### config.mk
export PLATFORM = sky130hd
export DESIGN_NAME = raw8_bayer_mosaic_flat
export DESIGN_NICKNAME = d
export VERILOG_FILES = /design/src/rtl/raw8_bayer_mosaic_if.sv /design/src/rtl/raw8_bayer_mosaic.sv /design/src/flat_wrapper.sv
export SDC_FILE = /design/constraint.sdc
export NUM_CORES = 1
export LEC_CHECK = 0
export CORE_ASPECT_RATIO = 0.9
export CORE_MARGIN = 10
export CORE_UTILIZATION = 25
export DETAILED_ROUTE_END_ITERATION = 7
export SYNTH_ARGS = -nofsm -noshare
export SYNTH_HDL_FRONTEND = slang
export SYNTH_SLANG_ARGS = --single-unit
### constraint.sdc
create_clock -name clk -period 3.9 [get_ports clk]
set_input_delay 0.78 -clock clk [delete_from_list [all_inputs] [get_ports clk]]
set_output_delay 0.78 -clock clk [all_outputs]
set_load 0.02 [all_outputs]
### src/rtl/raw8_bayer_mosaic_if.sv
// Video port bundle for the RGB888-to-RAW8 mosaic stage: upstream RGB side and downstream RAW side.
interface raw8_bayer_mosaic_if;
    logic        per_frame_vsync;
    logic        per_frame_href;
    logic        per_frame_clken;
    logic [23:0] per_img_rgb888;
    logic        post_frame_vsync;
    logic        post_frame_href;
    logic        post_frame_clken;
    logic [7:0]  post_img_RAW;
    logic        line_len_err;
    logic        frame_len_err;
    logic        frame_done;

    modport master (
        output per_frame_vsync, per_frame_href, per_frame_clken, per_img_rgb888,
        input  post_frame_vsync, post_frame_href, post_frame_clken, post_img_RAW,
        input  line_len_err, frame_len_err, frame_done
    );

    modport slave (
        input  per_frame_vsync, per_frame_href, per_frame_clken, per_img_rgb888,
        output post_frame_vsync, post_frame_href, post_frame_clken, post_img_RAW,
        output line_len_err, frame_len_err, frame_done
    );
endinterface

### src/rtl/raw8_bayer_mosaic.sv
// RGB888 to Bayer RAW8 re-mosaic: keeps one channel per pixel following a 2x2 CFA phase,
// delays sync by one clock and checks frame geometry.
module raw8_bayer_mosaic #(
    parameter int unsigned IMG_HDISP     = 640,
    parameter int unsigned IMG_VDISP     = 480,
    parameter int unsigned BAYER_PATTERN = 0
) (
    input  logic                 clk,
    input  logic                 rst_n,
    raw8_bayer_mosaic_if.slave   vp
);
    localparam int unsigned     CNT_W   = 11;
    localparam logic [CNT_W-1:0] CNT_MAX = '1;
    localparam logic [CNT_W-1:0] HDISP_C = CNT_W'(IMG_HDISP);
    localparam logic [CNT_W-1:0] VDISP_C = CNT_W'(IMG_VDISP);
    localparam logic [1:0]       PHASE0  = 2'(BAYER_PATTERN);

    typedef enum logic [1:0] {WAIT_SYNC, IDLE, ACTIVE} state_t;

    state_t           state, state_nxt;
    logic             vsync_d, href_d;
    logic [CNT_W-1:0] point_cnt, line_cnt;

    logic             vs_rise_c, vs_fall_c, href_fall_c, enter_active_c;
    logic [1:0]       phase_c;
    logic [7:0]       chan_c;
    logic [CNT_W-1:0] line_cnt_upd_c, line_cnt_nxt_c;
    logic [7:0]       raw_nxt_c;
    logic             frame_done_nxt_c, frame_len_err_nxt_c, line_len_err_nxt_c;

    assign vs_rise_c      = vp.per_frame_vsync & ~vsync_d;
    assign vs_fall_c      = ~vp.per_frame_vsync & vsync_d;
    assign href_fall_c    = ~vp.per_frame_href & href_d;
    assign enter_active_c = (state == IDLE) && vs_rise_c;

    // State register
    always_ff @(posedge clk) begin
        if (!rst_n) state <= WAIT_SYNC;
        else        state <= state_nxt;
    end

    // Next-state logic; WAIT_SYNC swallows any frame already in progress at reset
    always_comb begin
        state_nxt = state;
        case (state)
            WAIT_SYNC: if (!vp.per_frame_vsync) state_nxt = IDLE;
            IDLE:      if (vs_rise_c)           state_nxt = ACTIVE;
            ACTIVE:    if (vs_fall_c)           state_nxt = IDLE;
            default:                            state_nxt = WAIT_SYNC;
        endcase
    end

    // Output logic; the line count is bumped before the frame check so a line ending with vsync counts
    always_comb begin
        phase_c             = {line_cnt[0], point_cnt[0]} ^ PHASE0;
        chan_c              = vp.per_img_rgb888[15:8];
        line_cnt_upd_c      = line_cnt;
        line_cnt_nxt_c      = line_cnt;
        raw_nxt_c           = 8'h00;
        frame_done_nxt_c    = 1'b0;
        frame_len_err_nxt_c = 1'b0;
        line_len_err_nxt_c  = vp.line_len_err;

        case (phase_c)
            2'b00:   chan_c = vp.per_img_rgb888[23:16];
            2'b11:   chan_c = vp.per_img_rgb888[7:0];
            default: chan_c = vp.per_img_rgb888[15:8];
        endcase

        if ((state == ACTIVE) && href_fall_c && (line_cnt != CNT_MAX))
            line_cnt_upd_c = line_cnt + CNT_W'(1);
        line_cnt_nxt_c = enter_active_c ? '0 : line_cnt_upd_c;

        if ((state == ACTIVE) && vp.per_frame_href)
            raw_nxt_c = chan_c;

        frame_done_nxt_c    = (state == ACTIVE) && vs_fall_c;
        frame_len_err_nxt_c = frame_done_nxt_c && (line_cnt_upd_c != VDISP_C);

        if (enter_active_c)
            line_len_err_nxt_c = 1'b0;
        else if ((state == ACTIVE) && href_fall_c && (point_cnt != HDISP_C))
            line_len_err_nxt_c = 1'b1;
    end

    // Datapath and output registers
    always_ff @(posedge clk) begin
        if (!rst_n) begin
            vsync_d             <= 1'b0;
            href_d              <= 1'b0;
            point_cnt           <= '0;
            line_cnt            <= '0;
            vp.post_frame_vsync <= 1'b0;
            vp.post_frame_href  <= 1'b0;
            vp.post_frame_clken <= 1'b0;
            vp.post_img_RAW     <= 8'h00;
            vp.line_len_err     <= 1'b0;
            vp.frame_len_err    <= 1'b0;
            vp.frame_done       <= 1'b0;
        end else begin
            vsync_d             <= vp.per_frame_vsync;
            href_d              <= vp.per_frame_href;
            line_cnt            <= line_cnt_nxt_c;
            vp.post_frame_vsync <= vp.per_frame_vsync;
            vp.post_frame_href  <= vp.per_frame_href;
            vp.post_frame_clken <= vp.per_frame_clken;
            vp.post_img_RAW     <= raw_nxt_c;
            vp.line_len_err     <= line_len_err_nxt_c;
            vp.frame_len_err    <= frame_len_err_nxt_c;
            vp.frame_done       <= frame_done_nxt_c;
            if (!vp.per_frame_href)
                point_cnt <= '0;
            else if (vp.per_frame_clken && (point_cnt != CNT_MAX))
                point_cnt <= point_cnt + CNT_W'(1);
        end
    end
endmodule

### src/flat_wrapper.sv
// flat-port wrapper written by rule: the top's interface ports become plain ports
module raw8_bayer_mosaic_flat 
#(
    parameter int unsigned IMG_HDISP     = 640,
    parameter int unsigned IMG_VDISP     = 480,
    parameter int unsigned BAYER_PATTERN = 0
)
  (clk, rst_n, vp_per_frame_vsync, vp_per_frame_href, vp_per_frame_clken, vp_per_img_rgb888, vp_post_frame_vsync, vp_post_frame_href, vp_post_frame_clken, vp_post_img_RAW, vp_line_len_err, vp_frame_len_err, vp_frame_done);
  raw8_bayer_mosaic_if vp_i ();
  input  logic clk;
  input  logic rst_n;
  input wire logic [$bits(vp_i.per_frame_vsync)-1:0] vp_per_frame_vsync;
  input wire logic [$bits(vp_i.per_frame_href)-1:0] vp_per_frame_href;
  input wire logic [$bits(vp_i.per_frame_clken)-1:0] vp_per_frame_clken;
  input wire logic [$bits(vp_i.per_img_rgb888)-1:0] vp_per_img_rgb888;
  output wire logic [$bits(vp_i.post_frame_vsync)-1:0] vp_post_frame_vsync;
  output wire logic [$bits(vp_i.post_frame_href)-1:0] vp_post_frame_href;
  output wire logic [$bits(vp_i.post_frame_clken)-1:0] vp_post_frame_clken;
  output wire logic [$bits(vp_i.post_img_RAW)-1:0] vp_post_img_RAW;
  output wire logic [$bits(vp_i.line_len_err)-1:0] vp_line_len_err;
  output wire logic [$bits(vp_i.frame_len_err)-1:0] vp_frame_len_err;
  output wire logic [$bits(vp_i.frame_done)-1:0] vp_frame_done;
  assign vp_i.per_frame_vsync = vp_per_frame_vsync;
  assign vp_i.per_frame_href = vp_per_frame_href;
  assign vp_i.per_frame_clken = vp_per_frame_clken;
  assign vp_i.per_img_rgb888 = vp_per_img_rgb888;
  assign vp_post_frame_vsync = vp_i.post_frame_vsync;
  assign vp_post_frame_href = vp_i.post_frame_href;
  assign vp_post_frame_clken = vp_i.post_frame_clken;
  assign vp_post_img_RAW = vp_i.post_img_RAW;
  assign vp_line_len_err = vp_i.line_len_err;
  assign vp_frame_len_err = vp_i.frame_len_err;
  assign vp_frame_done = vp_i.frame_done;
  raw8_bayer_mosaic #(.IMG_HDISP(IMG_HDISP), .IMG_VDISP(IMG_VDISP), .BAYER_PATTERN(BAYER_PATTERN)) u_core (.clk(clk), .rst_n(rst_n), .vp(vp_i));
endmodule
==> results.yml, run 1 <==
hold_path:
  min_path_type: "flip-flop to flip-flop"
global_routing:
  grt_max_degree: 17
  antenna_found_initial: 0
  grt_pass1_wl_mm: 7.18
  grt_pass1_vias: 1592
  grtUsageTotal_pct: 7.61
  grt-ovfl-total: 0
power:
  ir_drop_mv: 0.147
  leakage_nw: 0.903
  cellPowerDensity_nw_per_um2: 308
  total_power_mw: 0.750
timing:
  fmax_mhz: 449
  skew_ps: 9.36
  worst-slew-pin-transition_ps: 485
  setup_viol: 0
  slew_headroom_pct: 67.7
  setup_ws_ps: 1670
  rsz0062_at_grt: "no"
  finalCritPeriodShare_pct: 57.1
  final.min_clock_period_ps: 2230
  tns_ps: 0
  final-hold-violation-count: 0
  slew_viol_final: 0
layout:
  nets: 286
  mostFrequentLayoutCells: "clkdlybuf4s50_1, dfxtp_1, nor2_1, a21oi_1, nand3_1"
  nFillCells: 749
  n_antenna_cell: 0
  layout_commonest_cell: "clkdlybuf4s50_1"
  layout-drive-gt1-share_pct: 7.91
  area_growth_pct: 31.3
  fin_util_pct: 34.2
critical_path:
  cp-end-kind: "flip-flop"
  critPathLaunchType: "primary input"
  arrival_ps: 2400
  worstPathMaxFanout: 13
  crit_type: "primary input to flip-flop"
  required_ps: 4070
clocking:
  clock_sinks: 38
  clockBufferDepth: 2
  post-cts-setup-buffers: 0
  cts_tree: "built"
  htreeDepth: 2
  clkTransAtPathRegs_ps: 80
  clk_latency_ps: 290
  cts.repair.resized: 0
  cts_buffers: 5
  root_buffer: "clkbuf_8"
  cts_hold_buffers: 0
yosys:
  syn_inst: 213
  ys_seq_area_share_pct: 41.1
  synth_warnings: 0
  syn_nets: 247
  synth_cell_types: 47
  async_flop_share_pct: 0
  ys_ff_latch: 38
  syn-cell-area_um2: 1850
  synth_ff_type: "dfxtp_1"
  synth_edf_count: 0
  syn_avg_cell_area_um2: 8.69
outcome:
  outcome: "finished, final reports clean"
placement:
  gp_congestion: 0.796
  portBuffers: 42
  pre_cts_ws_ps: 1380
  dp_hpwl_mm: 3.37
detailed_routing:
  vias_per_cell: 4.54
  vias: 1572
  postRouteAntennaNets: 0
  first_iter_violations: 70
  wirelength_mm: 4.29
  wl_per_cell_um: 12.4
  first_pass_iters: 4
  drc: 0
floorplanning:
  core_um2: 7110
  die_y_um: 102
  die_w_um: 111
  start_util_pct: 26.0
  ios: 43
  placementRows: 29
  dieArea_um2: 11300
flow_run:
  drv_cap: 0
-- worst max-delay path: stages --
cell and delay (ps):
clkdlybuf4s50_1 420, and4bb_4 450, and3_1 240, nand2_1 100
a221oi_2 300, a31oi_1 120
-- Yosys cell counts (2+ instances only) --
master / count / area (um^2)
nand3_2: 2 / 20.0
nand3_1: 12 / 60.1
a22oi_1: 8 / 60.1
ha_1: 5 / 62.6
nand2b_1: 2 / 12.5
and3_1: 7 / 43.8
nand2_1: 10 / 37.5
a41oi_1: 2 / 17.5
mux2i_1: 2 / 20.0
buf_2: 3 / 15.0
clkbuf_1: 5 / 18.8
nand4_1: 3 / 18.8
nor2b_1: 5 / 31.3
and2_1: 2 / 12.5
o21ai_0: 3 / 15.0
and4_4: 2 / 22.5
dfxtp_1: 38 / 761
a21oi_1: 16 / 80.1
and3_2: 2 / 15.0
nor3_1: 3 / 15.0
nor2_1: 36 / 135
xor2_1: 5 / 43.8
inv_1: 9 / 33.8
xnor2_1: 8 / 70.1
-- worst paths after layout --
check / cells after the start / slack [ps] / endpoint / startpoint
setup / recovery: 6 / 1670 / u_core.vp.frame_len_err / vp_per_frame_href
hold reg to reg: 2 / 470 / u_core.vp.line_len_err / u_core.vp.line_len_err
setup reg to reg: 6 / 2170 / u_core.vp.frame_len_err / u_core.line_cnt[1]
hold / removal: 2 / 470 / u_core.vp.line_len_err / u_core.vp.line_len_err
-- metal layers --
metal  up-vias  global-route usage, %  part of all wire (%)
met3         6                   4.61                    10
li1        826                      -                     -
met5         -                      0                     0
met4         0                   3.10                  0.98
met1       698                   8.13                    45
met2        42                   12.1                    43
-- power breakdown --
group          leakage (nW)  switching [mW]  internal [mW]  total, mW
Combinational         0.548          0.0307         0.0425     0.0732
Sequential            0.307         0.00341          0.392      0.396
Clock                0.0472           0.139          0.142      0.281
-- registers in the layout, summed over array words and instances (netlist names) --
signal / flops
u_core.vp.frame_len_err: 1
u_core.line_cnt: 11
u_core.vp.line_len_err: 1
u_core.vp.post_frame_clken: 1
u_core.vp.post_img_RAW: 8
u_core.state: 2
u_core.vp.frame_done: 1
u_core.point_cnt: 11
u_core.href_d: 1
u_core.vsync_d: 1
-- layout make-up --
class,instances,area [um^2],share of cell area (%)
Clock buffer,6,82.6,3.40
Clock inverter,2,12.5,0.515
Inverter,9,33.8,1.39
Multi-Input combinational cell,156,1000,41.3
Sequential cell,38,761,31.3
Tap cell,93,116,4.79
Timing Repair Buffer,42,420,17.3
-- logic make-up after synthesis --
family | synth area share (%)
buffers and inverters | 4.66
AND/OR/NAND/NOR | 28.4
AO/OA/AOI/OAI | 15.2
flip-flops | 41.1
adder cells (fa/ha/maj) | 3.38
XOR/XNOR | 6.15
multiplexers | 1.08
-- stage by stage --
step                hold WS [ps]  cells  area (um^2)
floorplan                    466    213         1850
CTS                          478    346         2430
global placement             460    338         2340
detailed placement           461    338         2340
finish                       474    346         2430
global route                 517    346         2430
Note: power is estimated with default switching activity, not from simulation.
==> run 2, diff against run 1 <==
==> constraint.sdc (replaced) <==
create_clock -name clk -period 2.2 [get_ports clk]
set_input_delay 0.44 -clock clk [delete_from_list [all_inputs] [get_ports clk]]
set_output_delay 0.44 -clock clk [all_outputs]
set_load 0.02 [all_outputs]
==> run 2 against run 1 <==
Net effect:
- register-to-register slack got worse by 1700 ps
- total power rose by 78%
- largest power group unchanged
- cell count rose by 0.58%
- die area did not move
- largest cell class unchanged
- sequential share of layout area fell by 0.30 points
- sequential power rose by 77%
- count of clock-buffer cells in the layout rose by 1
- combinational power rose by 87%
- clock skew fell by 2.3 ps
==> results.yml, run 2 (synthesis results as in run 1) <==
detailed_routing:
  first_pass_iters: 4
  postRouteAntennaNets: 0
  vias_per_cell: 4.60
  first_iter_violations: 40
  drc: 0
  wl_per_cell_um: 12.8
  vias: 1600
  wirelength_mm: 4.46
power:
  power_frac_comb_pct: 10.2
  switching_share_pct: 23.1
  seqPwrFrac_pct: 52.4
  ir_drop_mv: 0.198
  internal_power_mw: 1.03
  leakage_nw: 0.918
  cellPowerDensity_nw_per_um2: 545
  p_clk_share_pct: 37.4
  p_sw_mw: 0.309
timing:
  tns_ps: 0
  slew_headroom_pct: 70.2
  setup_viol: 0
  slew_viol_final: 0
  final.min_clock_period_ps: 1820
  finalCritPeriodShare_pct: 82.9
  rsz0062_at_grt: "no"
  worst-slew-pin-transition_ps: 446
  fmax_mhz: 549
  final-hold-violation-count: 0
  skew_ps: 7.09
clocking:
  clock_sinks: 38
  cts_hold_buffers: 0
  clkTransAtPathRegs_ps: 80
  cts_buffers: 5
  clockBufferDepth: 2
  root_buffer: "clkbuf_8"
  post-cts-setup-buffers: 0
  cts_tree: "built"
  htreeDepth: 2
  cts.repair.resized: 0
  clk_latency_ps: 290
critical_path:
  worstPathMaxFanout: 13
  cp-end-kind: "flip-flop"
  cp_cell_sequence: "clkdlybuf4s50_1 > and4bb_4 > and3_1 > nand2_1 > a221oi_2 > a31oi_1"
  reg2reg_from: "u_core.line_cnt[1]"
  critPathLaunchType: "primary input"
  max_stage_delay_ps: 450
  required_ps: 2380
  crit_type: "primary input to flip-flop"
  arrival_ps: 2000
  r2r_cells: 6
  critPathSlowestCell: "and4bb_4"
  crit_start: "vp_per_frame_href"
floorplanning:
  placementRows: 29
  ios: 43
  die_y_um: 102
  dieArea_um2: 11300
  core_um2: 7110
  die_w_um: 111
  start_util_pct: 26.0
layout:
  mostFrequentLayoutCells: "clkdlybuf4s50_1, dfxtp_1, nor2_1, a21oi_1, nand3_1"
  layout_commonest_cell: "clkdlybuf4s50_1"
  area_growth_pct: 32.6
  regArea_um2: 761
  multiInputGateArea_um2: 1000
  reg_top3: "u_core.line_cnt: 11 flops, u_core.point_cnt: 11 flops, u_core.vp.post_img_RAW: 8 flops"
  nFillCells: 773
  nets: 288
  finalNonFillerCells: 348
  layout-drive-gt1-share_pct: 8.24
  n_antenna_cell: 0
placement:
  placed_cells: 340
  dp_hpwl_mm: 3.38
  portBuffers: 42
  gp_congestion: 0.771
global_routing:
  grt_use_met3_pct: 4.43
  grt_pass1_vias: 1675
  antenna_found_initial: 0
  grt-ovfl-total: 0
  grt_pass1_wl_mm: 7.40
  met1_usage_pct: 8.65
  grt_use_met2_pct: 12.4
  grt_max_degree: 17
  grt-busiest-layer: "met2"
  grtUsageTotal_pct: 7.72
hold_path:
  min_from: "u_core.vp.line_len_err"
  hold_depth: 2
  min_path_type: "flip-flop to flip-flop"
outcome:
  outcome: "finished, final reports clean"
flow_run:
  drv_cap: 0
[run 2: critical path: cells and delay by family]
| family | cells | cell delay, ps |
|---|---|---|
| and+or+nand+nor | 3 | 790 |
| buffers and inverters | 1 | 410 |
| AOI/OAI and AO/OA | 2 | 350 |
[run 2: power by group through the flow]
stage	Combinational, mW	Clock, mW	Sequential (mW)
global route	0.152	0.536	0.702
finish	0.137	0.500	0.701
CTS	0.139	0.516	0.701
floorplan	0.0539	0	0.721
global placement	0.139	0	0.717
detailed placement	0.138	0	0.717
[run 2: metal layers]
metal	vias to the layer above	part of all wire [%]
met5	-	0
li1	829	-
met2	36	43
met1	728	47
met4	0	0.70
met3	7	9.5
[run 2: worst paths after layout]
path	slack, ps	end
setup / recovery	380	u_core.vp.frame_len_err
hold / removal	490	u_core.vp.line_len_err
setup reg to reg	440	u_core.vp.frame_len_err
hold reg to reg	490	u_core.vp.line_len_err
[run 2: area by class of cell]
type                       instances  area share (%)
multi-input combinational        156            40.9
sequential                        38            31.0
timing repair buffer              44            18.2
tap                               93            4.74
clock buffer                       7            3.52
inverter                           9            1.38
clock inverter                     1           0.204
[run 2: through the flow]
step                      hold WS, ps  cell area, um^2  util (%)  worst slack, ps  power [mW]
after floorplan                   466             1850         -              649       0.775
final                             489             2450      34.5              377        1.34
after CTS                         497             2450      34.5              369        1.36
after detailed placement          478             2360      33.2             56.9       0.856
after global placement            453             2360      33.2             93.8       0.856
after global routing              537             2450      34.5              254        1.39
==> run 3, diff against run 2 <==
==> constraint.sdc (replaced) <==
create_clock -name clk -period 1.9 [get_ports clk]
set_input_delay 0.38 -clock clk [delete_from_list [all_inputs] [get_ports clk]]
set_output_delay 0.38 -clock clk [all_outputs]
set_load 0.02 [all_outputs]
==> run 3 against run 2 <==
Net effect:
- highest routed layer unchanged
- combinational power rose by 17%
- sequential power up 16%
- worst setup slack lost 230 ps
- utilization increased by 0.56 points
- critical endpoint unchanged
- largest cell class unchanged
==> results.yml, run 3 (synthesis results as in run 1) <==
critical_path:
  max_stage_delay_ps: 430
  worstPathMaxFanout: 11
  cp_cell_sequence: "clkdlybuf4s50_1 > and4bb_4 > nand4_1 > mux2i_1 > nor4b_2 > a31oi_1"
  required_ps: 2080
  critPathBufInv: 1
  critPathSlowestCell: "and4bb_4"
  critPathLaunchType: "primary input"
  crit_type: "primary input to flip-flop"
  crit_family: "simple AND/OR/NAND/NOR gates"
  cp-end-kind: "flip-flop"
  arrival_ps: 1930
timing:
  worst-slew-pin-transition_ps: 442
  final-hold-violation-count: 0
  setup_viol: 0
  final.min_clock_period_ps: 1750
  slew_viol_final: 0
  finalCritPeriodShare_pct: 92.0
  slew_headroom_pct: 70.5
  skew_ps: 6.94
  fmax_mhz: 572
  tns_ps: 0
  rsz0062_at_grt: "no"
clocking:
  clk_latency_ps: 290
  clkTransAtPathRegs_ps: 80
  cts_tree: "built"
  cts_buffers: 5
  post-cts-setup-buffers: 0
  htreeDepth: 2
  root_buffer: "clkbuf_8"
  clockBufferDepth: 2
  cts_hold_buffers: 0
  clock_sinks: 38
  cts.repair.resized: 0
detailed_routing:
  drc: 0
  vias: 1610
  first_pass_iters: 4
  wl_per_cell_um: 12.4
  wirelength_mm: 4.42
  first_iter_violations: 38
  postRouteAntennaNets: 0
  vias_per_cell: 4.54
global_routing:
  grt_max_degree: 17
  grt-ovfl-total: 0
  grt_pass1_vias: 1615
  grt_pass1_wl_mm: 7.28
  grtUsageTotal_pct: 7.76
  antenna_found_initial: 0
placement:
  portBuffers: 42
  gp_congestion: 0.854
  placed_cells: 347
  dpl_cell_area_um2: 2400
  dp_hpwl_mm: 3.54
floorplanning:
  core_um2: 7110
  dieArea_um2: 11300
  die_w_um: 111
  placementRows: 29
  start_util_pct: 26.0
  ios: 43
  die_y_um: 102
power:
  cellPowerDensity_nw_per_um2: 620
  ir_drop_mv: 0.282
  leakage_nw: 0.948
layout:
  layout-drive-gt1-share_pct: 10.7
  n_antenna_cell: 0
  layout_commonest_cell: "clkdlybuf4s50_1"
  nets: 295
  reg_top3: "u_core.line_cnt: 11 flops, u_core.point_cnt: 11 flops, u_core.vp.post_img_RAW: 8 flops"
  fin_util_pct: 35.1
  finalNonFillerCells: 355
  nFillCells: 754
  area_growth_pct: 34.7
  stdcell_area_um2: 2490
  mostFrequentLayoutCells: "clkdlybuf4s50_1, dfxtp_1, nor2_1, a21oi_1, nand3_1"
hold_path:
  min_path_type: "flip-flop to flip-flop"
outcome:
  outcome: "finished, final reports clean"
flow_run:
  drv_cap: 0
==> run 3: cell types whose count changed in the layout (fill, tap and decap cells not counted), sizes merged <==
| cell | previous run | this run |
|---|---|---|
| buf | 2 | 9 |
==> run 3: power by group <==
group	internal (mW)	switching, mW	leakage [nW]
clock	0.293	0.282	0.0482
sequential	0.805	0.00660	0.307
combinational	0.0950	0.0655	0.592
==> run 3: layout make-up <==
type	count	area [um^2]	area share, %
Inverter	9	33.8	1.35
Clock inverter	1	5.00	0.201
Timing Repair Buffer	51	488	19.6
Tap cell	93	116	4.66
Clock buffer	7	86.3	3.46
Sequential cell	38	761	30.5
Multi-Input combinational cell	156	1000	40.3
==> run 3: final timing paths <==
path / from / end / slack [ps] / cells after the start
setup / recovery: vp_per_frame_href / u_core.vp.frame_len_err / 150 / 6
hold / removal: u_core.vp.line_len_err / u_core.vp.line_len_err / 470 / 2
setup reg to reg: u_core.line_cnt[1] / u_core.vp.frame_len_err / 150 / 6
hold reg to reg: u_core.vp.line_len_err / u_core.vp.line_len_err / 470 / 2
==> run 3: layer usage <==
layer / global-route usage, % / up-vias / wire [um] / share of wire (%)
met4: 3.30 / 0 / 47 / 1.1
met1: 8.84 / 725 / 2060 / 47
met5: 0 / - / 0 / 0
met3: 4.14 / 5 / 416 / 9.4
li1: - / 842 / - / -
met2: 12.0 / 38 / 1900 / 43
==> run 3: worst reg2reg max path: stages, from the launching register on <==
cell and delay (ps):
dfxtp_1 410, ha_1 210, and3_1 310, nand4_1 150
mux2i_1 160, nor4b_2 290, a31oi_1 110
==> run 3: per-stage QoR <==
step	total power, mW	hold WS, ps	setup slack [ps]
after floorplan	0.898	466	349
after global placement	0.991	460	-110
after detailed placement	0.992	464	-151
after CTS	1.57	483	162
after global routing	1.62	516	10.3
final	1.55	475	152
